--- config.mk ---
export PLATFORM = sky130hd
export DESIGN_NAME = idex_forward_reg
export DESIGN_NICKNAME = d
export VERILOG_FILES = /design/src/rtl/idex_forward_reg.sv
export SDC_FILE = /design/constraint.sdc
export NUM_CORES = 1
export LEC_CHECK = 0
export BUFFER_PORTS_ARGS = -buffer_cell sky130_fd_sc_hd__buf_2
export CAP_MARGIN = 40
export CORE_ASPECT_RATIO = 0.5
export CORE_MARGIN = 10
export CORE_UTILIZATION = 43
export DETAILED_ROUTE_END_ITERATION = 10
export PLACE_DENSITY = 0.83
export SLEW_MARGIN = 10
export SYNTH_ARGS = -nofsm -noshare
export SYNTH_HDL_FRONTEND = slang
export SYNTH_SLANG_ARGS = --single-unit
--- constraint.sdc ---
create_clock -name clk -period 2.4 [get_ports clk]
set_input_delay 0.48 -clock clk [delete_from_list [all_inputs] [get_ports clk]]
set_output_delay 0.48 -clock clk [all_outputs]
set_load 0.02 [all_outputs]
--- src/rtl/idex_forward_reg.sv ---
// ID/EX pipeline register with operand forwarding.
// Captures the decoded instruction for the EX-stage ALU. RAW hazards are
// resolved at capture time: an operand is taken from the ALU result of the
// instruction now in EX, or from write-back, or from the register file.
// flush inserts a bubble and stall holds every register.
module idex_forward_reg #(
    parameter int         DW        = 8,
    parameter int         AW        = 3,
    parameter logic [3:0] BUBBLE_OP = 4'hF,
    parameter bit         ZERO_REG  = 1'b1
) (
    input  logic          clk,
    input  logic          rst,
    input  logic          id_valid,
    input  logic [3:0]    id_op,
    input  logic [AW-1:0] id_rs1,
    input  logic [AW-1:0] id_rs2,
    input  logic [AW-1:0] id_rd,
    input  logic          id_we,
    input  logic [DW-1:0] id_rd1,
    input  logic [DW-1:0] id_rd2,
    input  logic          id_use_imm,
    input  logic [DW-1:0] id_imm,
    input  logic [DW-1:0] ex_alu_out,
    input  logic          wb_we,
    input  logic [AW-1:0] wb_rd,
    input  logic [DW-1:0] wb_data,
    input  logic          stall,
    input  logic          flush,
    output logic [DW-1:0] alu_in1,
    output logic [DW-1:0] alu_in2,
    output logic [3:0]    alu_op,
    output logic [AW-1:0] ex_rd,
    output logic          ex_we,
    output logic          ex_valid
);

    // Operand select with fixed priority: EX result, then write-back, then
    // register file. Register 0 (when ZERO_REG) always uses register-file data.
    function automatic logic [DW-1:0] fwd(
        input logic [AW-1:0] rs,
        input logic [DW-1:0] rfdata,
        input logic          ex_en,
        input logic [AW-1:0] ex_dst,
        input logic [DW-1:0] ex_res,
        input logic          wb_en,
        input logic [AW-1:0] wb_dst,
        input logic [DW-1:0] wb_res
    );
        logic [DW-1:0] res;
        if (ZERO_REG && (rs == {AW{1'b0}})) begin
            res = rfdata;
        end else if (ex_en && (ex_dst == rs)) begin
            res = ex_res;
        end else if (wb_en && (wb_dst == rs)) begin
            res = wb_data_sel(wb_res);
        end else begin
            res = rfdata;
        end
        return res;
    endfunction

    // Identity helper kept separate so the write-back path reads clearly.
    function automatic logic [DW-1:0] wb_data_sel(input logic [DW-1:0] d);
        return d;
    endfunction

    logic [DW-1:0] nxt_in1_s;
    logic [DW-1:0] nxt_in2_s;
    logic [3:0]    nxt_op_s;
    logic [AW-1:0] nxt_rd_s;
    logic          nxt_we_s;
    logic          nxt_valid_s;
    logic          ex_fwd_en_s;

    // EX result is only a forwarding source when EX holds a writing instruction.
    always_comb begin
        ex_fwd_en_s = ex_valid & ex_we;
    end

    // Next-state selection: flush > stall > load (bubble when decode is empty).
    always_comb begin
        nxt_in1_s   = alu_in1;
        nxt_in2_s   = alu_in2;
        nxt_op_s    = alu_op;
        nxt_rd_s    = ex_rd;
        nxt_we_s    = ex_we;
        nxt_valid_s = ex_valid;
        if (flush || (!stall && !id_valid)) begin
            nxt_in1_s   = {DW{1'b0}};
            nxt_in2_s   = {DW{1'b0}};
            nxt_op_s    = BUBBLE_OP;
            nxt_rd_s    = {AW{1'b0}};
            nxt_we_s    = 1'b0;
            nxt_valid_s = 1'b0;
        end else if (stall) begin
            nxt_in1_s   = alu_in1;
            nxt_in2_s   = alu_in2;
            nxt_op_s    = alu_op;
            nxt_rd_s    = ex_rd;
            nxt_we_s    = ex_we;
            nxt_valid_s = ex_valid;
        end else begin
            nxt_in1_s   = fwd(id_rs1, id_rd1, ex_fwd_en_s, ex_rd, ex_alu_out,
                              wb_we, wb_rd, wb_data);
            if (id_use_imm) begin
                nxt_in2_s = id_imm;
            end else begin
                nxt_in2_s = fwd(id_rs2, id_rd2, ex_fwd_en_s, ex_rd, ex_alu_out,
                                wb_we, wb_rd, wb_data);
            end
            nxt_op_s    = id_op;
            nxt_rd_s    = id_rd;
            nxt_we_s    = id_we;
            nxt_valid_s = 1'b1;
        end
    end

    // Pipeline register; synchronous reset loads the bubble state.
    always_ff @(posedge clk) begin
        if (rst) begin
            alu_in1  <= {DW{1'b0}};
            alu_in2  <= {DW{1'b0}};
            alu_op   <= BUBBLE_OP;
            ex_rd    <= {AW{1'b0}};
            ex_we    <= 1'b0;
            ex_valid <= 1'b0;
        end else begin
            alu_in1  <= nxt_in1_s;
            alu_in2  <= nxt_in2_s;
            alu_op   <= nxt_op_s;
            ex_rd    <= nxt_rd_s;
            ex_we    <= nxt_we_s;
            ex_valid <= nxt_valid_s;
        end
    end

endmodule

==> results of run 1 <==
-- how the worst min path moves through the flow --
stage | to | slack, ns | depth (start not counted)
floorplan | alu_in2[6] | 0.59 | 2
global placement | alu_op[1] | 0.45 | 2
detailed placement | alu_op[3] | 0.46 | 2
CTS | alu_op[2] | 0.43 | 3
global route | alu_op[1] | 0.45 | 3
finish | alu_op[2] | 0.44 | 3
-- flip-flops by register name, indices dropped and copies added, names as in the netlist --
register,cells
alu_in2,8
alu_in1,8
alu_op,4
ex_we,1
ex_valid,1
ex_rd,3
-- critical path, stage by stage (launching register included) --
cell	delay, ns
dfxtp_1	0.37
xor2_1	0.19
nor4_2	0.24
buf_4	0.25
o21bai_4	0.16
or3_2	0.48
a31oi_1	0.17
-- cell usage in the layout (no fill, tap or decap), types with 7 or more instances in the layout --
cell       n
buf_2     88
a21oi_1   25
dfxtp_1   25
mux2i_1   23
o21ai_0   17
nor2_1    14
a211o_1    8
nand3b_1   8
a31oi_1    7
-- report_power, final --
group          internal, uW  leakage (uW)  switching (uW)
logic                   100      0.000766             114
clock network           119     0.0000228             128
registers               429      0.000204            8.23
total                   648      0.000993             250
-- routing by layer --
metal / GRT usage / share of wire / vias up
met3: 0.0288 / 0.048 / 6
met1: 0.149 / 0.38 / 768
met5: 0 / 0 / -
li1: - / - / 823
met4: 0.0216 / 0.0094 / 0
met2: 0.305 / 0.56 / 58
-- layout make-up --
cell class	count	area [sq um]	share of cell area
Tap cell	51	63.8	0.0316
Sequential cell	25	500	0.248
Multi-Input combinational cell	138	938	0.464
Timing Repair Buffer	92	470	0.233
Inverter	1	3.75	0.00186
Clock buffer	4	45.0	0.0223
-- metrics by stage --
step	utilization	std cells	worst slack, ns	total power [uW]	hold WS [ns]
after detailed placement	0.579	307	0.264	660	0.464
final	0.592	311	0.485	898	0.437
after global placement	0.579	307	0.338	652	0.453
after floorplan	-	177	0.551	563	0.592
after CTS	0.592	311	0.492	903	0.434
after global routing	0.592	311	0.398	941	0.447
-- logic make-up after synthesis --
kind of cell,synth area share
AO/OA/AOI/OAI,0.246
multiplexers,0.152
buffers and inverters,0.0504
XOR/XNOR,0.0694
AND/OR/NAND/NOR,0.152
flip-flops,0.330
==> results.md, run 1 <==
- Finished Cell Area: 2020 sq um
- Main synth FF type: dfxtp_1
- Initial antenna violation count: 0
- Site row count: 15
- Vias in the first global route: 1577
- Setup TNS: 0 ns
- First DRT Iteration DRCs: 64
- Worst EP arrival: 2.12 ns
- Final setup fails: 0
- Routability Congestion: slightly above 0.8
- First-pass GRT wire length: 7560 microns
- Worst R2R Start: ex_rd[2]
- CTS clock-pin slew for the worst setup and hold paths: about 0.090 ns
- All-layer global routing usage: 0.143
- Routed Antenna Nets: 0
- Biggest area consumer among synthesized cells: dfxtp_1
- IO Pins: 89
- RSZ-0062 raised after global routing: false
- Outcome: complete, no violations
- VDD IR max: 0.209 mV
- CP max FO: 15
- Setup bufs post-CTS: 0
- DRC viols: 0
- FFs w/ async S/R, synth: 0
- Initial Utilization: 0.444
- Period minus WS final: approximately 1.9 ns
- DP Area: 1980 sq um
- DPL Wire Length: 4100 microns
- Crit path kind: flip-flop to flip-flop
- Die area: 6440 sq um
- Clk sinks: 25
- Overflow after GRT: 0
- CTS HTree Levels: 1
- Critical Path Sink: alu_in2[5]
- Worst Skew: roughly 0.0068 ns
- CTS buffer count: 3
- Static Leak: 0.000993 uW
- PortBufs: 88
- Pwr Density: 444 nW/um^2
- Hold_buf cts: 0
- Die Y-Extent: 62.0 microns
- Relative slew slack: 0.531
- Synth-to-Final Area Change: 33.4%
- Vias per Instance: 5.32
- Final count of hold timing violations: 0
- Syn_nets: 241
- # fillers: 325
- Synthesized instance count: 177
- Wire per inst: 16.4 microns
- Post-cts resize count: 0
- Reported max-cap violation count: 0
- Share of layout cells above drive strength 1: 0.392
- CP Capture Type: flip-flop
- Yosys warns: 0
- Synthesized area: around 1500 sq um
- Drt pass-1 iters: 4
- Nets: 325
- Worst-skew pair later-pin latency: 0.27 ns
- Syn Area/Cell: 8.56 sq um
- Die W: 104 microns
- Share of the synthesized area in the top cell type: 0.330
- CTS tree: yes
- Synth top cells by count: a21oi_1 (25), dfxtp_1 (25), mux2i_1 (23)
- Fin crit share: 0.798
- Worst r2r dst: alu_in2[5]
- Number of flops mapped to enable cells by yosys: 0
- Post-synth cell types: 27
- Startpoint Class: flip-flop
- CP startpoint: ex_rd[2]
- Actual slew at the worst max-slew pin: 0.696 ns
- FF-to-FF path depth: 6
- Hold_sp: id_op[2]
- Clock buffer depth: 2
- Final wirelength: 5100 microns
- R2r setup slk: 0.49 ns
- Vias: 1655
- Synth area leaders: dfxtp_1 (33%), mux2i_1 (15%), a21oi_1 (8.3%), o21ai_0 (5.6%), a211o_1 (4.6%)
- Worst Hold Class: primary input to flip-flop
- Critical path required time: 2.60 ns
- Fmax: between 500 and 600 MHz
- Core area: roughly 3400 sq um
- # diodes: 0
- CTS root buf: clkbuf_8
- Largest net degree at the start of global routing: 24
- Slew Limit Fails: 0
- Seq/Total Area, Yosys: 0.330
- Yosys reg bits: 25
Note: power is estimated with default switching activity, not from simulation.
==> inputs of run 2 (changes only) <==
--- a/config.mk
+++ b/config.mk
@@ -9,9 +9,9 @@
 export CAP_MARGIN = 40
 export CORE_ASPECT_RATIO = 0.5
 export CORE_MARGIN = 10
-export CORE_UTILIZATION = 43
+export CORE_UTILIZATION = 39
 export DETAILED_ROUTE_END_ITERATION = 10
-export PLACE_DENSITY = 0.83
+export PLACE_DENSITY = 0.8
 export SLEW_MARGIN = 10
 export SYNTH_ARGS = -nofsm -noshare
 export SYNTH_HDL_FRONTEND = slang
==> constraint.sdc (replaced) <==
create_clock -name clk -period 1.6 [get_ports clk]
set_input_delay 0.32 -clock clk [delete_from_list [all_inputs] [get_ports clk]]
set_output_delay 0.32 -clock clk [all_outputs]
set_load 0.02 [all_outputs]
==> run 2 against run 1 <==
  * The run now ends with setup timing left
  * Flip-flop and latch count is the same
  * Worst setup slack lost 0.64 ns
  * Worst hold slack got worse by 0.18 ns
  * Fmax grew 9.0%
  * Non-clock buffer count up 27
  * Clock skew up 0.0019 ns
  * Die area grew 7.6%
  * Sequential share of layout area is 3.0 points lower
  * Power increased by 59%
  * Via count up 11%
  * Combinational power rose by 78%
  * Highest routed layer unchanged
==> results.md, run 2 (synthesized netlist as in run 1, its figures left out) <==
- RSZ-0062 raised after global routing: true
- Pwr Density: 609 nW/um^2 (+37%)
- CTS buffer count: 3 (unchanged)
- First-pass GRT wire length: 9070 microns (+20%)
- Finished Cell Area: 2340 sq um (+16%)
- Worst R2R Start: ex_rd[2]
- Worst Hold Class: primary input to flip-flop
- CTS tree: yes
- Critical path buffers and inverters: 2 (+1)
- Largest registers: alu_in1 x8, alu_in2 x8, alu_op x4
- Crit path kind: flip-flop to flip-flop
- Site row count: 15 (unchanged)
- CP Capture Type: flip-flop
- Vias in the first global route: 1844 (+17%)
- CTS HTree Levels: 1 (unchanged)
- Worst path slowest cell: dfxtp_4
- Hold_buf cts: 0 (unchanged)
- Max incr delay on CP: 0.36 ns (-0.12 ns)
- Overflow after GRT: 0 (unchanged)
- CP max FO: 6 (-9)
- Final setup fails: 15 (+15)
- CTS root buf: clkbuf_8
- Wire per inst: 17.4 microns (+6.3%)
- Slew Limit Fails: 0 (unchanged)
- Fin crit share: 1.10 (+0.300)
- IO Pins: 89 (unchanged)
- Crit path setup slack, layout: -0.157 ns (-0.642 ns)
- Outcome: complete, but fails checks
- Clk sinks: 25 (unchanged)
- CP startpoint: ex_rd[2]
- FF-to-FF path depth: 7 (+1)
- Pre-CTS setup slack: -0.261 ns (-0.525 ns)
- Crit-path cells: xor2_2, nor4_2, buf_4, buf_4, mux2i_2, or3_4, a31oi_1
- Worst Skew: 0.00866 ns (+0.00187 ns)
- DP Area: 2140 sq um (+8.1%)
- Routability Congestion: 0.847 (+2.2%)
- Share of layout cells above drive strength 1: 0.514 (+0.122)
- Fmax: 569 MHz (+9.0%)
- VDD IR max: 0.289 mV (+38%)
- Initial Utilization: 0.423 (-0.0209)
- Total power: 1430 uW (+59%)
- Period minus WS final: 1.76 ns (-0.158 ns)
- CTS clock-pin slew for the worst setup and hold paths: 0.09 ns (about the same)
- Worst EP arrival: 1.97 ns (-0.15 ns)
- Worst-skew pair later-pin latency: 0.28 ns (about the same)
- Die W: 108 microns (+4.0%)
- Most frequent cells in the layout: buf_2 (88), buf_4 (28), dfxtp_1 (21), mux2i_1 (20), a21oi_1 (19)
- Vias per Instance: 5.40 (+1.4%)
- Reported max-cap violation count: 0 (unchanged)
- Relative slew slack: 0.660 (+0.130)
- WHS Path Cells: 3 (unchanged)
- Setup TNS: -1.77 ns (-1.77 ns)
- # fillers: 275 (-15%)
- Die area: 6930 sq um (+7.6%)
- Critical path's top delay family: simple AND/OR/NAND/NOR gates
- Core area: 3580 sq um (+4.9%)
- Failing checks: setup timing
- Crit. path cell count: 7 (+1)
- Die Y-Extent: 64.1 microns (+3.4%)
- PortBufs: 88 (unchanged)
- Startpoint Class: flip-flop
- All-layer global routing usage: 0.159 (+0.0157)
- Initial antenna violation count: 0 (unchanged)
- Drt pass-1 iters: 4 (unchanged)
- Nets: 353 (+8.6%)
- Clock buffer depth: 2 (unchanged)
- DRC viols: 0 (unchanged)
- DPL Wire Length: 4220 microns (+3.1%)
- Critical path required time: 1.82 ns (-0.78 ns)
- Vias: 1829 (+11%)
- First DRT Iteration DRCs: 83 (+30%)
- Final core occ: 0.653 (+0.0615)
- Most common cell after layout, fill and taps aside: buf_2
- Critical path's most frequent cell: buf_4
- Static Leak: 0.00115 uW (+16%)
- Routed Antenna Nets: 0 (unchanged)
- Hold_sp: id_op[1]
- Actual slew at the worst max-slew pin: 0.509 ns (-0.187 ns)
- Synth-to-Final Area Change: 54.6%
- Final count of hold timing violations: 0 (unchanged)
- Largest net degree at the start of global routing: 24 (unchanged)
- # diodes: 0 (unchanged)
- Final wirelength: 5900 microns (+16%)
run 2: cell count changes in the layout (fill, tap and decap cells not counted), moves of 2 or more:
cell     previous run  this run
dfxtp_2             0         2
or3_2               5         0
a21oi_1            25        19
dfxtp_1            25        21
dfxtp_4             0         2
buf_4               4        28
a21oi_2             0         6
mux2i_1            23        20
mux2i_2             0         3
or3_4               0         5
buf_6               0         3
run 2: cell type report:
type                            count  area [sq um]  area share
Sequential cell                    25           510       0.218
Tap cell                           51          63.8      0.0272
Inverter                            1          3.75     0.00160
Multi-Input combinational cell    139          1030       0.442
Clock buffer                        4          45.0      0.0192
Timing Repair Buffer              119           684       0.292
run 2: power breakdown:
group	total (uW)	internal (uW)	switching (uW)
clock	393	179	214
sequential	653	642	11.4
combinational	381	183	197
total	1430	1000	423
run 2: worst reg2reg max path, stage by stage (launching register included):
cell and delay [ns]:
dfxtp_4 0.36, xor2_2 0.14, nor4_2 0.29, buf_4 0.23, buf_4 0.13, mux2i_2 0.06
or3_4 0.36, a31oi_1 0.12
run 2: repair_timing:
| action | CTS | global route |
|---|---|---|
| gates resized for setup | 10 | 16 |
| setup endpoints to repair | 15 | 16 |
| buffers inserted | 5 | 2 |
| pin swaps | 6 | 8 |
| gates cloned | 3 | 0 |
run 2: per-stage QoR:
step / hold slack (ns) / instances
finish: 0.253 / 339
global route: 0.262 / 339
CTS: 0.248 / 338
detailed placement: 0.458 / 326
global placement: 0.451 / 326
floorplan: 0.445 / 177
run 2: path summary, 6_finish.rpt:
check | endpoint | slack [ns]
max | alu_in2[7] | -0.16
min | alu_op[1] | 0.25
max reg2reg | alu_in2[7] | -0.16
min reg2reg | alu_op[1] | 0.48
run 2: metal layers:
layer | vias to the layer above | share of wire | track usage
li1 | 873 | - | -
met1 | 872 | 0.38 | 0.183
met2 | 72 | 0.54 | 0.289
met3 | 12 | 0.059 | 0.0320
met4 | 0 | 0.021 | 0.0447
met5 | - | 0 | 0
